`src/rtl/exmem_pkg.sv`:
```
// Shared widths, bubble instruction, occupancy encoding and entry layout for the
// EX->MEM elastic stage.
package exmem_pkg;

    localparam int DEF_INSTR_W = 16;
    localparam int DEF_OP_W    = 16;
    localparam int DEF_RES_W   = 32;

    localparam logic [DEF_INSTR_W-1:0] DEF_NOP_INSTR = 16'h0000;

    localparam logic [1:0] ST_EMPTY = 2'd0;
    localparam logic [1:0] ST_ONE   = 2'd1;
    localparam logic [1:0] ST_TWO   = 2'd2;

    typedef struct packed {
        logic [DEF_INSTR_W-1:0] instr;
        logic [DEF_OP_W-1:0]    op1;
        logic [DEF_RES_W-1:0]   result;
    } entry_t;

endpackage

```
`src/rtl/exmem_elastic_reg_pipe_skid_slot.sv`:
```
// One entry register of the EX->MEM stage: load enable plus synchronous clear,
// clear winning over load.
module pipe_skid_slot #(
    parameter int W = 64
) (
    input  logic         clk,
    input  logic         rst,
    input  logic         clr,
    input  logic         load,
    input  logic [W-1:0] d,
    output logic [W-1:0] q
);

    logic [W-1:0] q_r;

    // Entry storage
    always_ff @(posedge clk or negedge rst) begin
        if (!rst) begin
            q_r <= '0;
        end else if (clr) begin
            q_r <= '0;
        end else if (load) begin
            q_r <= d;
        end else begin
            q_r <= q_r;
        end
    end

    assign q = q_r;

endmodule

```
`src/rtl/exmem_elastic_reg.sv`:
```
// EX->MEM valid/ready pipeline register with a 2-entry skid buffer and branch flush.
// Optional hazard-unit forwarding ports are built when EXMEM_FWD_EN is defined.
module exmem_elastic_reg
    import exmem_pkg::*;
#(
    parameter int                 INSTR_W   = DEF_INSTR_W,
    parameter int                 OP_W      = DEF_OP_W,
    parameter int                 RES_W     = DEF_RES_W,
    parameter logic [INSTR_W-1:0] NOP_INSTR = DEF_NOP_INSTR,
    parameter int                 RD_LSB    = 8,
    parameter int                 RD_W      = 4
) (
    input  logic               clk,
    input  logic               rst,
    input  logic               in_valid,
    output logic               in_ready,
    input  logic [INSTR_W-1:0] instr_in,
    input  logic [OP_W-1:0]    op1_in,
    input  logic [RES_W-1:0]   alu_result_in,
    input  logic               flush,
    output logic               out_valid,
    input  logic               out_ready,
    output logic [INSTR_W-1:0] instr_out,
    output logic [OP_W-1:0]    op1_out,
    output logic [RES_W-1:0]   alu_result_out,
    output logic [RES_W-1:0]   btb_target
`ifdef EXMEM_FWD_EN
    ,
    output logic               fwd_valid,
    output logic [RD_W-1:0]    fwd_rd,
    output logic [RES_W-1:0]   fwd_data
`endif
);

    localparam int ENTRY_W = INSTR_W + OP_W + RES_W;

    // An out-of-range destination field simply elaborates this marker block.
    if (RD_LSB + RD_W > INSTR_W) begin : g_rd_field_out_of_range
    end

    logic [1:0]         state_r;
    logic [1:0]         state_nxt_s;
    logic               in_ready_r;
    logic               in_xfer_s;
    logic               out_xfer_s;
    logic               occupied_s;
    logic               main_load_s;
    logic               skid_load_s;
    logic               slots_clr_s;
    logic [ENTRY_W-1:0] in_entry_s;
    logic [ENTRY_W-1:0] main_d_s;
    logic [ENTRY_W-1:0] main_q_s;
    logic [ENTRY_W-1:0] skid_q_s;

    assign in_entry_s = {instr_in, op1_in, alu_result_in};
    assign occupied_s = (state_r != ST_EMPTY);
    assign in_xfer_s  = in_valid && in_ready_r;
    assign out_xfer_s = occupied_s && out_ready;

    // Occupancy transitions and slot load selection; flush overrides everything
    always_comb begin
        state_nxt_s = state_r;
        main_load_s = 1'b0;
        skid_load_s = 1'b0;
        slots_clr_s = 1'b0;
        main_d_s    = in_entry_s;
        if (flush) begin
            state_nxt_s = ST_EMPTY;
            slots_clr_s = 1'b1;
        end else begin
            case (state_r)
                ST_EMPTY: begin
                    if (in_xfer_s) begin
                        state_nxt_s = ST_ONE;
                        main_load_s = 1'b1;
                    end else begin
                        state_nxt_s = ST_EMPTY;
                    end
                end
                ST_ONE: begin
                    if (in_xfer_s && out_xfer_s) begin
                        state_nxt_s = ST_ONE;
                        main_load_s = 1'b1;
                    end else if (in_xfer_s) begin
                        state_nxt_s = ST_TWO;
                        skid_load_s = 1'b1;
                    end else if (out_xfer_s) begin
                        state_nxt_s = ST_EMPTY;
                    end else begin
                        state_nxt_s = ST_ONE;
                    end
                end
                ST_TWO: begin
                    // in_ready is low here, so only the skid entry can move up
                    if (out_xfer_s) begin
                        state_nxt_s = ST_ONE;
                        main_load_s = 1'b1;
                        main_d_s    = skid_q_s;
                    end else begin
                        state_nxt_s = ST_TWO;
                    end
                end
                default: begin
                    state_nxt_s = ST_EMPTY;
                    slots_clr_s = 1'b1;
                end
            endcase
        end
    end

    // Occupancy state and the registered ready derived from the next occupancy
    always_ff @(posedge clk or negedge rst) begin
        if (!rst) begin
            state_r    <= ST_EMPTY;
            in_ready_r <= 1'b1;
        end else begin
            state_r    <= state_nxt_s;
            in_ready_r <= (state_nxt_s != ST_TWO);
        end
    end

    pipe_skid_slot #(.W(ENTRY_W)) u_main_slot (
        .clk  (clk),
        .rst  (rst),
        .clr  (slots_clr_s),
        .load (main_load_s),
        .d    (main_d_s),
        .q    (main_q_s)
    );

    pipe_skid_slot #(.W(ENTRY_W)) u_skid_slot (
        .clk  (clk),
        .rst  (rst),
        .clr  (slots_clr_s),
        .load (skid_load_s),
        .d    (in_entry_s),
        .q    (skid_q_s)
    );

    assign in_ready  = in_ready_r;
    assign out_valid = occupied_s;

    // Head entry toward MEM, shown as a bubble while the stage is empty
    always_comb begin
        if (occupied_s) begin
            instr_out      = main_q_s[ENTRY_W-1 -: INSTR_W];
            op1_out        = main_q_s[RES_W +: OP_W];
            alu_result_out = main_q_s[RES_W-1:0];
        end else begin
            instr_out      = NOP_INSTR;
            op1_out        = '0;
            alu_result_out = '0;
        end
    end

    assign btb_target = alu_result_out;

`ifdef EXMEM_FWD_EN
    // Forwarding view of the head entry, all-zero while empty
    always_comb begin
        if (occupied_s) begin
            fwd_valid = 1'b1;
            fwd_rd    = main_q_s[RES_W + OP_W + RD_LSB +: RD_W];
            fwd_data  = main_q_s[RES_W-1:0];
        end else begin
            fwd_valid = 1'b0;
            fwd_rd    = '0;
            fwd_data  = '0;
        end
    end
`endif

endmodule

```
`config.mk`:
```
export PLATFORM = sky130hd
export DESIGN_NAME = exmem_elastic_reg
export DESIGN_NICKNAME = d
export VERILOG_FILES = /design/src/rtl/exmem_pkg.sv /design/src/rtl/exmem_elastic_reg_pipe_skid_slot.sv /design/src/rtl/exmem_elastic_reg.sv
export SDC_FILE = /design/constraint.sdc
export NUM_CORES = 1
export LEC_CHECK = 0
export ABC_AREA = 1
export CORE_UTILIZATION = 30
export CTS_BUF_LIST = sky130_fd_sc_hd__clkbuf_8
export DETAILED_ROUTE_END_ITERATION = 10
export PLACE_DENSITY_LB_ADDON = 0.2
export SYNTH_ARGS = -nofsm -noshare
export SYNTH_HDL_FRONTEND = slang
export SYNTH_SLANG_ARGS = --single-unit
```
`constraint.sdc`:
```
create_clock -name clk -period 4.5 [get_ports clk]
set_input_delay 0.9 -clock clk [delete_from_list [all_inputs] [get_ports clk]]
set_output_delay 0.9 -clock clk [all_outputs]
set_load 0.02 [all_outputs]
```
# Yosys cells after proc, flatten, opt, wreduce, memory -nomap -nowiden
# Cells that the tools add are included.
# word_totals
output_inout_bits	98
register_bits	131
input_bits	69
wordCells	42
# op_classes
eq_ne	3
reduce_logical	8
n_mux	27
# ops
operator	n
64-bit 2-to-1 mux	7
16-bit 2-to-1 mux	2
32-bit 2-to-1 mux	1
1-bit 2-to-1 mux	11
2-bit 2-to-1 mux	4
2-bit case mux with 3 select lines	1
2-bit nonzero test	3
1-bit logical AND	3
1-bit case mux with 3 select lines	1
3-bit OR reduction	1
2-bit by 1-bit equality test with 1-bit output (second input constant)	1
2-bit equality test (second input constant)	1
2-bit zero test	1
2-bit inequality test (second input constant)	1

# Depth between registers and ports, before layout
# Gate-level depths: netlist of run 1.
# logic_depth
ltp_word	8
mapped_depth	12

# By module
# A second synthesis of run 1 with hierarchy kept.
# unflattened
hier_cells	967
area_unflattened_um2	6989.2
# by_module_without_submodules
mod	area_each_um2	instances	seq_area_each_um2	cells_per_inst
pipe_skid_slot	2529.9	2	1601.5	277
exmem_elastic_reg	1929.4	1	76.3	413

# Worst setup path after synthesis of run 1
# No wires, ideal clock.
# synth_timing
kind	register to output
start	register state_r[0]
end	output port btb_target[12]
t_arrival_ns	1.413
stages_incl_launch_ff	6
setup_slack_ns	2.187
required_ns	3.600
path_buffers	3
path_cell_list	dfrtp_1 > nor2_1 > buf_2 > buf_1 > nor2_1 > buf_4
# synth_between
elab_chain_cells	2
# synth_rtl
item	line	text
start, declared	exmem_elastic_reg.sv:41	logic [1:0] state_r;
start signal, assigned	exmem_elastic_reg.sv:117	state_r <= state_nxt_s;
2-bit nonzero test	exmem_elastic_reg.sv:56	assign occupied_s = (state_r != ST_EMPTY);
32-bit 2-to-1 mux	exmem_elastic_reg.sv:145	if (occupied_s) begin
end, declared	exmem_elastic_reg.sv:26	output logic [RES_W-1:0] btb_target
# Every way passes these cells.

# Final worst setup path of run 1
# layout_timing
start	register state_r[0]
end	output port btb_target[29]
# Same word-level chain as after synthesis.

==> results of run 1 <==
metal layers:
metal | vias up | routed length, um | global-route usage (%)
met5 | - | 13 | 0
met4 | 2 | 193 | 4.71
met3 | 23 | 753 | 3.57
met2 | 143 | 8360 | 26.0
met1 | 2790 | 9600 | 23.9
li1 | 3101 | - | -
worst paths after layout:
path / to / cells past startpoint
worst min register to register: u_skid_slot.q[31] / 2
min in group clk: u_skid_slot.q[31] / 2
worst max register to register: u_main_slot.q[7] / 9
worst max-delay path: btb_target[29] / 4
worst min-delay path: u_main_slot.q[6] / 1
max in group asynchronous: u_skid_slot.q[58] / 2
state kept, by name, indices dropped and copies added, names as in the netlist:
name           flops
u_skid_slot.q     64
state_r            2
in_ready           1
u_main_slot.q     64
cells by family (layout without fill, tap and decap cells):
group / Yosys count / in the layout / share of synthesized area, %
AO/OA/AOI/OAI: 66 / 66 / 4.86
adder cells (fa/ha/maj): 1 / 1 / 0.183
buffers and inverters: 226 / 344 / 15.0
flip-flops: 131 / 131 / 47.8
AND/OR/NAND/NOR: 534 / 534 / 32.1
area by class of cell:
class	instances	area (um2)
sequential	131	3280
multi-input combinational	601	2580
clock buffer	17	234
timing repair buffer	177	1800
fill	2300	13200
tap	280	350
inverter	135	507
clock inverter	15	120
cell usage in the layout (no fill, tap or decap):
cell type and instances:
a21oi_4 1, and2_2 1, buf_12 4, buf_4 7, buf_6 1, bufinv_16 1
clkbuf_8 17, clkdlybuf4s50_1 165, clkinv_2 6, clkinv_4 3, clkinvlp_4 4, dfrtp_1 130
dfstp_2 1, ha_1 1, inv_1 132, inv_2 4, nand2_1 327, nand3_1 129
nand3_2 1, nand3_4 2, nor2_1 70, nor2_4 3, nor3_1 1, o211ai_1 1
o21ai_0 19, o21ai_1 45
cells in the mapped netlist, types with 2 or more instances:
| master | n | area, um2 |
|---|---|---|
| nand3_2 | 2 | 20.0 |
| inv_1 | 131 | 492 |
| nand3_1 | 130 | 651 |
| nor2_1 | 71 | 267 |
| dfrtp_1 | 130 | 3250 |
| nor2_4 | 2 | 22.5 |
| nand2_1 | 327 | 1230 |
| inv_2 | 4 | 15.0 |
| o21ai_1 | 45 | 225 |
| clkbuf_1 | 3 | 11.3 |
| buf_2 | 50 | 250 |
| buf_4 | 32 | 240 |
| buf_1 | 6 | 22.5 |
| o21ai_0 | 19 | 95.1 |
power by group through the flow:
stage	Combinational, mW	Clock, mW	Sequential, mW
2_1_floorplan	0.234	0	1.28
3_3_place_gp	0.433	0	1.29
3_5_place_dp	0.436	0	1.29
4_1_cts	0.438	0.953	1.27
5_1_grt	0.480	1.00	1.28
6_report	0.427	0.919	1.27
stage by stage:
| stage | hold slack [ns] | util, % | instance area, um2 | power, mW | worst slack [ns] |
|---|---|---|---|---|---|
| after floorplan | 0.478 | - | 6850 | 1.52 | 2.19 |
| after global placement | 0.491 | 38.5 | 8520 | 1.73 | 1.29 |
| after detailed placement | 0.495 | 38.5 | 8520 | 1.73 | 1.23 |
| after CTS | 0.516 | 40.1 | 8870 | 2.66 | 1.09 |
| after global routing | 0.542 | 40.1 | 8870 | 2.76 | 0.979 |
| final | 0.510 | 40.1 | 8870 | 2.62 | 1.16 |
==> results_dict.tcl, run 1 <==
set metrics [dict create \
    post_synthesis_instance_total 958 \
    final.setup.tns_ns 0 \
    asyncSetResetFlopFracSynth_pct 100 \
    edff_count_synth 0 \
    drt-wirelength-per-cell_um 14.0 \
    worstPathMaxFanout 49 \
    synth_warnings 0 \
    sequential_share_of_power_pct 48.6 \
    p_leak_nw 4.44 \
    max-slew-margin-rel_pct 41.7 \
    post_cts.resized_instances 0 \
    vias_in_the_first_global_route 5862 \
    dr.first_iter.drc_count 259 \
    p_int_mw 1.84 \
    final_layout_size_suffix_gt1_share_pct 5.20 \
    wire_length_of_the_first_global_routing_pass_mm 31.2 \
    finalWorstPathRequiredPeriod_ns 3.34 \
    critPathSlowestCell "clkdlybuf4s50_1" \
    synth-seq-area-share_pct 47.8 \
    grt_antenna_before_repair 1 \
    wl_mm 18.9 \
    layoutNonFillerInstCount 1356 \
    clock_sink_count 131 \
    outcome "finished, final reports clean" \
    cp.buffers_inverters 2 \
    htree_num_levels 4 \
    finalHoldViolCount 0 \
    clk_pin_slew_ns 0.08 \
    io-pin-count 167 \
    vdd_drop_max_mv 0.182 \
    setup.worst_path.class "flop to primary output" \
    dieWidth_um 153 \
    cap_viol_max_count 0 \
    overflow 0 \
    final-max-slew-violation-count 0 \
    cts_tree "done" \
    cts.root.buffer_cell "clkbuf_8" \
    detailed_place_hpwl_mm 11.7 \
    power-per-cell-area_nw_per_um2 295 \
    critPathMaxStageDelay_ns 0.55 \
    crit_path_cell_trace "nor2_4 -> buf_12 -> nor2_1 -> clkdlybuf4s50_1" \
    netlist-cell-type-count 20 \
    hold_path.class "primary input to async pin" \
    cp.required_ns 3.60 \
    comb_power_share_pct 16.3 \
    floorplan.core_area_um2 22100 \
    maxClockFrequency_ghz 0.299 \
    postCtsSetupBuffers 0 \
    clock_power_share_pct 35.1 \
    die_area_um2 23500 \
    start_util_pct 31.0 \
    grt_start_max_net_pins 89 \
    crit_path_start "state_r[0]" \
    netlist_area_um2 6850 \
    n_antenna_cell 0 \
    globalRouteTotalUtil_pct 16.9 \
    final.period_utilization_pct 74.2 \
    critical-path-top-delay-family "buffers and inverters" \
    reg2reg_slack_ns 1.87 \
    switching_power_summed_over_all_nets_uw 779 \
    start_kind "flop" \
    synth_nets 1028 \
    worst_slew_pin_slew_ns 0.875 \
    finalClockSkew_ns 0.00867 \
    crit-reg2reg-launch "state_r[0]" \
    worstPathArrival_ns 2.44 \
    cts_buffers 17 \
    end_kind "primary output" \
    vias_per_cell 4.47 \
    ys_seq_elements 131 \
    placed_cells 1324 \
    synth_flop_cell "dfrtp_1" \
    rsz0062_at_grt "false" \
    vert_die_dim_um 153 \
    drc 0 \
    cts.path.max_buffers 2 \
    place_congestion 0.786 \
    fin_nets 1133 \
    area_growth_pct 29.4 \
    cts.hold.buffers_added 0 \
    io_buffer_count 166 \
    number_of_routed_nets_with_antenna_violations 0 \
    clkLatencyLatePin_ns 0.45 \
    setup-violations-final 0 \
    fp-row-count 54 \
    avgSynthCellArea_um2 7.15 \
    switching_share_pct 29.8 \
    first_pass_iters 4 \
    count_of_vias_placed_by_the_detailed_router 6059 \
]
Note: power is estimated with default switching activity, not from simulation.
==> run 2: changes to the inputs <==
clock period = 2.88 ns   (was 4.5 ns; I/O delays follow)
==> run 2 against run 1 <==
Compared with the run above: routed wire length is 0.59% lower; die area stayed put; combinational power is 59% higher; critical path depth stayed put; via count is 0.21% lower; register-to-register slack worse by 1.2 ns; clock power is 72% higher; worst setup slack worse by 0.98 ns; largest cell class unchanged.
==> results_dict.tcl, run 2 (same netlist as run 1, synthesis figures left out) <==
set metrics [dict create \
    dr.first_iter.drc_count 270 \
    cts_buffers 17 \
    final.setup.tns_ns 0 \
    cts.root.buffer_cell "clkbuf_8" \
    hold_ws_ns 0.133 \
    n_antenna_cell 0 \
    clkLatencyLatePin_ns 0.44 \
    rsz0062_at_grt "false" \
    final.period_utilization_pct 93.8 \
    vert_die_dim_um 153 \
    final_area_um2 9010 \
    p_leak_nw 4.52 \
    power-per-cell-area_nw_per_um2 471 \
    wl_mm 18.8 \
    postLayoutSetupSlackWorst_ns 0.177 \
    number_of_routed_nets_with_antenna_violations 0 \
    worst_slew_pin_slew_ns 0.784 \
    wire_length_of_the_first_global_routing_pass_mm 31.0 \
    finalWorstPathRequiredPeriod_ns 2.70 \
    crit_path_cell_trace "nor2_4 -> buf_4 -> nor2_1 -> clkdlybuf4s50_1" \
    end_kind "primary output" \
    globalRouteTotalUtil_pct 16.8 \
    max-slew-margin-rel_pct 47.7 \
    floorplan.core_area_um2 22100 \
    grt_util_met2_pct 26.5 \
    critical-path-top-delay-family "buffers and inverters" \
    detailed_place_hpwl_mm 11.7 \
    maxClockFrequency_ghz 0.370 \
    drc 0 \
    layoutNonFillerInstCount 1364 \
    setup-violations-final 0 \
    post_placement_worst_setup_slack_ns 0.382 \
    hold_path.class "primary input to async pin" \
    fp-row-count 54 \
    htree_num_levels 4 \
    vias_in_the_first_global_route 5788 \
    grt_most_used_layer "met2" \
    area_growth_pct 31.5 \
    grt.met3_usage_pct 3.03 \
    final-max-slew-violation-count 0 \
    cts.hold.buffers_added 0 \
    placed_cells 1332 \
    vias_per_cell 4.43 \
    critPathSlowestCell "clkdlybuf4s50_1" \
    finalClockSkew_ns 0.0113 \
    die_area_um2 23500 \
    worstPathArrival_ns 2.13 \
    critPathMaxStageDelay_ns 0.55 \
    finalHoldViolCount 0 \
    start_util_pct 31.0 \
    layout_common_cells "nand2_1 (327), clkdlybuf4s50_1 (165), inv_1 (134)" \
    power.total_mw 4.25 \
    place_congestion 0.745 \
    grt_start_max_net_pins 95 \
    vdd_drop_max_mv 0.290 \
    dpl_cell_area_um2 8610 \
    grt_use_met1_pct 23.5 \
    worstPathMaxFanout 28 \
    cp.required_ns 2.30 \
    cts_tree "done" \
    setup.worst_path.class "flop to primary output" \
    dieWidth_um 153 \
    cap_viol_max_count 0 \
    first_pass_iters 5 \
    final_common_cell "nand2_1" \
    finish.utilization_pct 40.8 \
    grt_antenna_before_repair 0 \
    count_of_vias_placed_by_the_detailed_router 6046 \
    fin_nets 1141 \
    clk_pin_slew_ns 0.08 \
    drt-wirelength-per-cell_um 13.8 \
    postCtsSetupBuffers 0 \
    final_layout_size_suffix_gt1_share_pct 5.72 \
    cts.path.max_buffers 2 \
    io_buffer_count 166 \
    clock_sink_count 131 \
    outcome "finished, final reports clean" \
    start_kind "flop" \
    overflow 0 \
    cp.buffers_inverters 2 \
    post_cts.resized_instances 0 \
    io-pin-count 167 \
]
==> run 2: changes by cell type in the layout (fill, tap and decap cells not counted) <==
| cell | change |
|---|---|
| buf_4 | +5 |
| bufinv_16 | +1 |
| inv_1 | +2 |
| buf_12 | +3 |
| clkinv_4 | -3 |
| clkbuf_8 | +4 |
| clkinv_2 | -4 |
==> run 2: path summary, 6_finish.rpt <==
check / endpoint / startpoint / slack [ns] / cells after the start
hold reg to reg: u_skid_slot.q[44] / u_skid_slot.q[44] / 0.51 / 2
min in group clk: u_skid_slot.q[44] / u_skid_slot.q[44] / 0.51 / 2
setup / recovery: alu_result_out[29] / state_r[1] / 0.18 / 4
hold / removal: u_main_slot.q[4] / rst / 0.13 / 1
max in group asynchronous: in_ready / rst / 2.04 / 2
setup reg to reg: u_main_slot.q[37] / state_r[1] / 0.64 / 10
==> run 2: worst reg2reg max path: stages, from the launching register on <==
cell and delay (ns):
dfrtp_1 0.50, nor2_4 0.17, buf_4 0.33, nor2_1 0.09, ha_1 0.19, nand3_1 0.08
nand2_1 0.09, inv_2 0.29, buf_4 0.25, nand3_1 0.10, nand2_1 0.09
==> run 2: layout make-up <==
type / count / area (um2)
timing repair buffer: 185 / 1890
inverter: 135 / 507
tap: 280 / 350
clock inverter: 11 / 111
clock buffer: 21 / 289
sequential: 131 / 3280
multi-input combinational: 601 / 2580
fill: 2280 / 13100
==> run 2: per-layer routing <==
| layer | wire (um) | share of wire, % | vias to the layer above |
|---|---|---|---|
| li1 | - | - | 3111 |
| met5 | 0 | 0 | - |
| met4 | 213 | 1.1 | 0 |
| met2 | 8260 | 44 | 179 |
| met3 | 987 | 5.2 | 18 |
| met1 | 9350 | 50 | 2738 |
==> run 2: report_power, final <==
part	switching [mW]	internal [mW]	total [mW]
clock	0.731	0.849	1.58
combinational	0.400	0.280	0.680
sequential	0.0569	1.93	1.99
total	1.19	3.06	4.25
==> run 3: changes to the inputs <==
MAX_ROUTING_LAYER = met4   (was not set)
==> run 3 against run 2 <==
Compared with the run above: count of clock-buffer cells in the layout stayed put; largest cell class unchanged; highest routed layer unchanged; cell count is the same; non-clock buffer count is the same; clock skew is essentially flat; routed wire length hardly changed; register-to-register slack about the same; largest power group unchanged; critical path type unchanged; first-iteration DRC count down 6.3%; fmax decreased by 0.29%; clock power is essentially flat; worst setup slack worse by 0.0079 ns.
==> results_dict.tcl, run 3 (same netlist as run 1, synthesis figures left out) <==
set metrics [dict create \
    outcome "finished, final reports clean" \
    drt-wirelength-per-cell_um 13.8 \
    worstPathArrival_ns 2.13 \
    cts.hold.buffers_added 0 \
    comb_power_share_pct 16.0 \
    hold_path.class "primary input to async pin" \
    worst_slew_pin_slew_ns 0.773 \
    hold_ws_ns 0.136 \
    post_cts.resized_instances 0 \
    fillerInstances 2280 \
    p_leak_nw 4.52 \
    cts.path.max_buffers 2 \
    start_util_pct 31.0 \
    start_kind "flop" \
    fin_nets 1141 \
    postLayoutSetupSlackWorst_ns 0.169 \
    maxClockFrequency_ghz 0.369 \
    finish.utilization_pct 40.8 \
    clock_sink_count 131 \
    first_pass_iters 4 \
    globalRouteTotalUtil_pct 17.4 \
    power-per-cell-area_nw_per_um2 471 \
    final.setup.tns_ns 0 \
    max-slew-margin-rel_pct 48.4 \
    finalHoldViolCount 0 \
    drc 0 \
    final-max-slew-violation-count 0 \
    dr.first_iter.drc_count 253 \
    layout_common_cells "nand2_1 (327), clkdlybuf4s50_1 (165), inv_1 (134)" \
    ff_latch_area_um2 3280 \
    multi_input_area_um2 2580 \
    switching_power_summed_over_all_nets_mw 1.19 \
    finalClockSkew_ns 0.0112 \
    floorplan.core_area_um2 22100 \
    post_placement_worst_setup_slack_ns 0.382 \
    finalWorstPathRequiredPeriod_ns 2.71 \
    die_area_um2 23500 \
    grt_antenna_before_repair 0 \
    final_layout_size_suffix_gt1_share_pct 5.72 \
    worstPathMaxFanout 28 \
    setup.worst_path.class "flop to primary output" \
    postCtsSetupBuffers 0 \
    final_common_cell "nand2_1" \
    setup-violations-final 0 \
    number_of_routed_nets_with_antenna_violations 0 \
    p_int_mw 3.06 \
    overflow 0 \
    vias_per_cell 4.43 \
    grt_start_max_net_pins 95 \
    wire_length_of_the_first_global_routing_pass_mm 31.0 \
    place_congestion 0.754 \
    cap_viol_max_count 0 \
    final.period_utilization_pct 94.1 \
    cts_buffers 17 \
    io_buffer_count 166 \
    io-pin-count 167 \
    vert_die_dim_um 153 \
    vias_in_the_first_global_route 5791 \
    htree_num_levels 4 \
    area_growth_pct 31.5 \
    cts_tree "done" \
    detailed_place_hpwl_mm 11.7 \
    clkLatencyLatePin_ns 0.44 \
    end_kind "primary output" \
    wl_mm 18.8 \
    cts.root.buffer_cell "clkbuf_8" \
    cp.required_ns 2.30 \
    rsz0062_at_grt "false" \
    dieWidth_um 153 \
    n_antenna_cell 0 \
    sequential_share_of_power_pct 46.8 \
    count_of_vias_placed_by_the_detailed_router 6040 \
    clock_power_share_pct 37.2 \
    clk_pin_slew_ns 0.08 \
    vdd_drop_max_mv 0.290 \
    switching_share_pct 28.0 \
    fp-row-count 54 \
]
-- run 3: final timing paths --
kind,start,to,slack [ns],cells past startpoint
setup / recovery,state_r[0],alu_result_out[29],0.17,4
hold / removal,rst,u_main_slot.q[4],0.14,1
setup reg to reg,state_r[0],u_main_slot.q[37],0.63,10
hold reg to reg,u_main_slot.q[17],u_main_slot.q[17],0.51,2
max in group asynchronous,rst,in_ready,2.04,2
min in group clk,u_main_slot.q[17],u_main_slot.q[17],0.51,2
-- run 3: worst max-delay path, stage by stage (launching register included) --
cell and delay, ns:
dfrtp_1 0.49, nor2_4 0.20, buf_4 0.33, nor2_1 0.11, clkdlybuf4s50_1 0.55
-- run 3: power groups by stage --
stage | clock network [mW] | logic, mW | registers, mW
finish | 1.58 | 0.680 | 1.99
global route | 1.71 | 0.762 | 2.00
CTS | 1.64 | 0.694 | 1.99
detailed placement | 0 | 0.693 | 2.02
global placement | 0 | 0.687 | 2.03
floorplan | 0 | 0.365 | 2.01
-- run 3: metal layers --
layer / part of all wire (%) / GRT usage [%] / vias to the layer above
li1: - / - / 3108
met1: 50 / 23.6 / 2754
met3: 4.7 / 2.89 / 17
met5: 0 / - / -
met2: 44 / 26.5 / 161
met4: 1.1 / 5.15 / 0
-- run 3: stage by stage --
step	cell area, um2	std cells	total power [mW]
3_3_place_gp	8610	1332	2.71
3_5_place_dp	8610	1332	2.72
5_1_grt	9010	1364	4.47
6_report	9010	1364	4.25
2_1_floorplan	6850	958	2.37
4_1_cts	9010	1364	4.32
-- run 3: final cells by class --
| class | instances | share of cell area (%) |
|---|---|---|
| repair buffers | 185 | 21.0 |
| inverters | 135 | 5.62 |
| clock inverters | 11 | 1.24 |
| clock buffers | 21 | 3.21 |
| well taps | 280 | 3.89 |
| multi-input cells | 601 | 28.7 |
| flip-flops and latches | 131 | 36.4 |
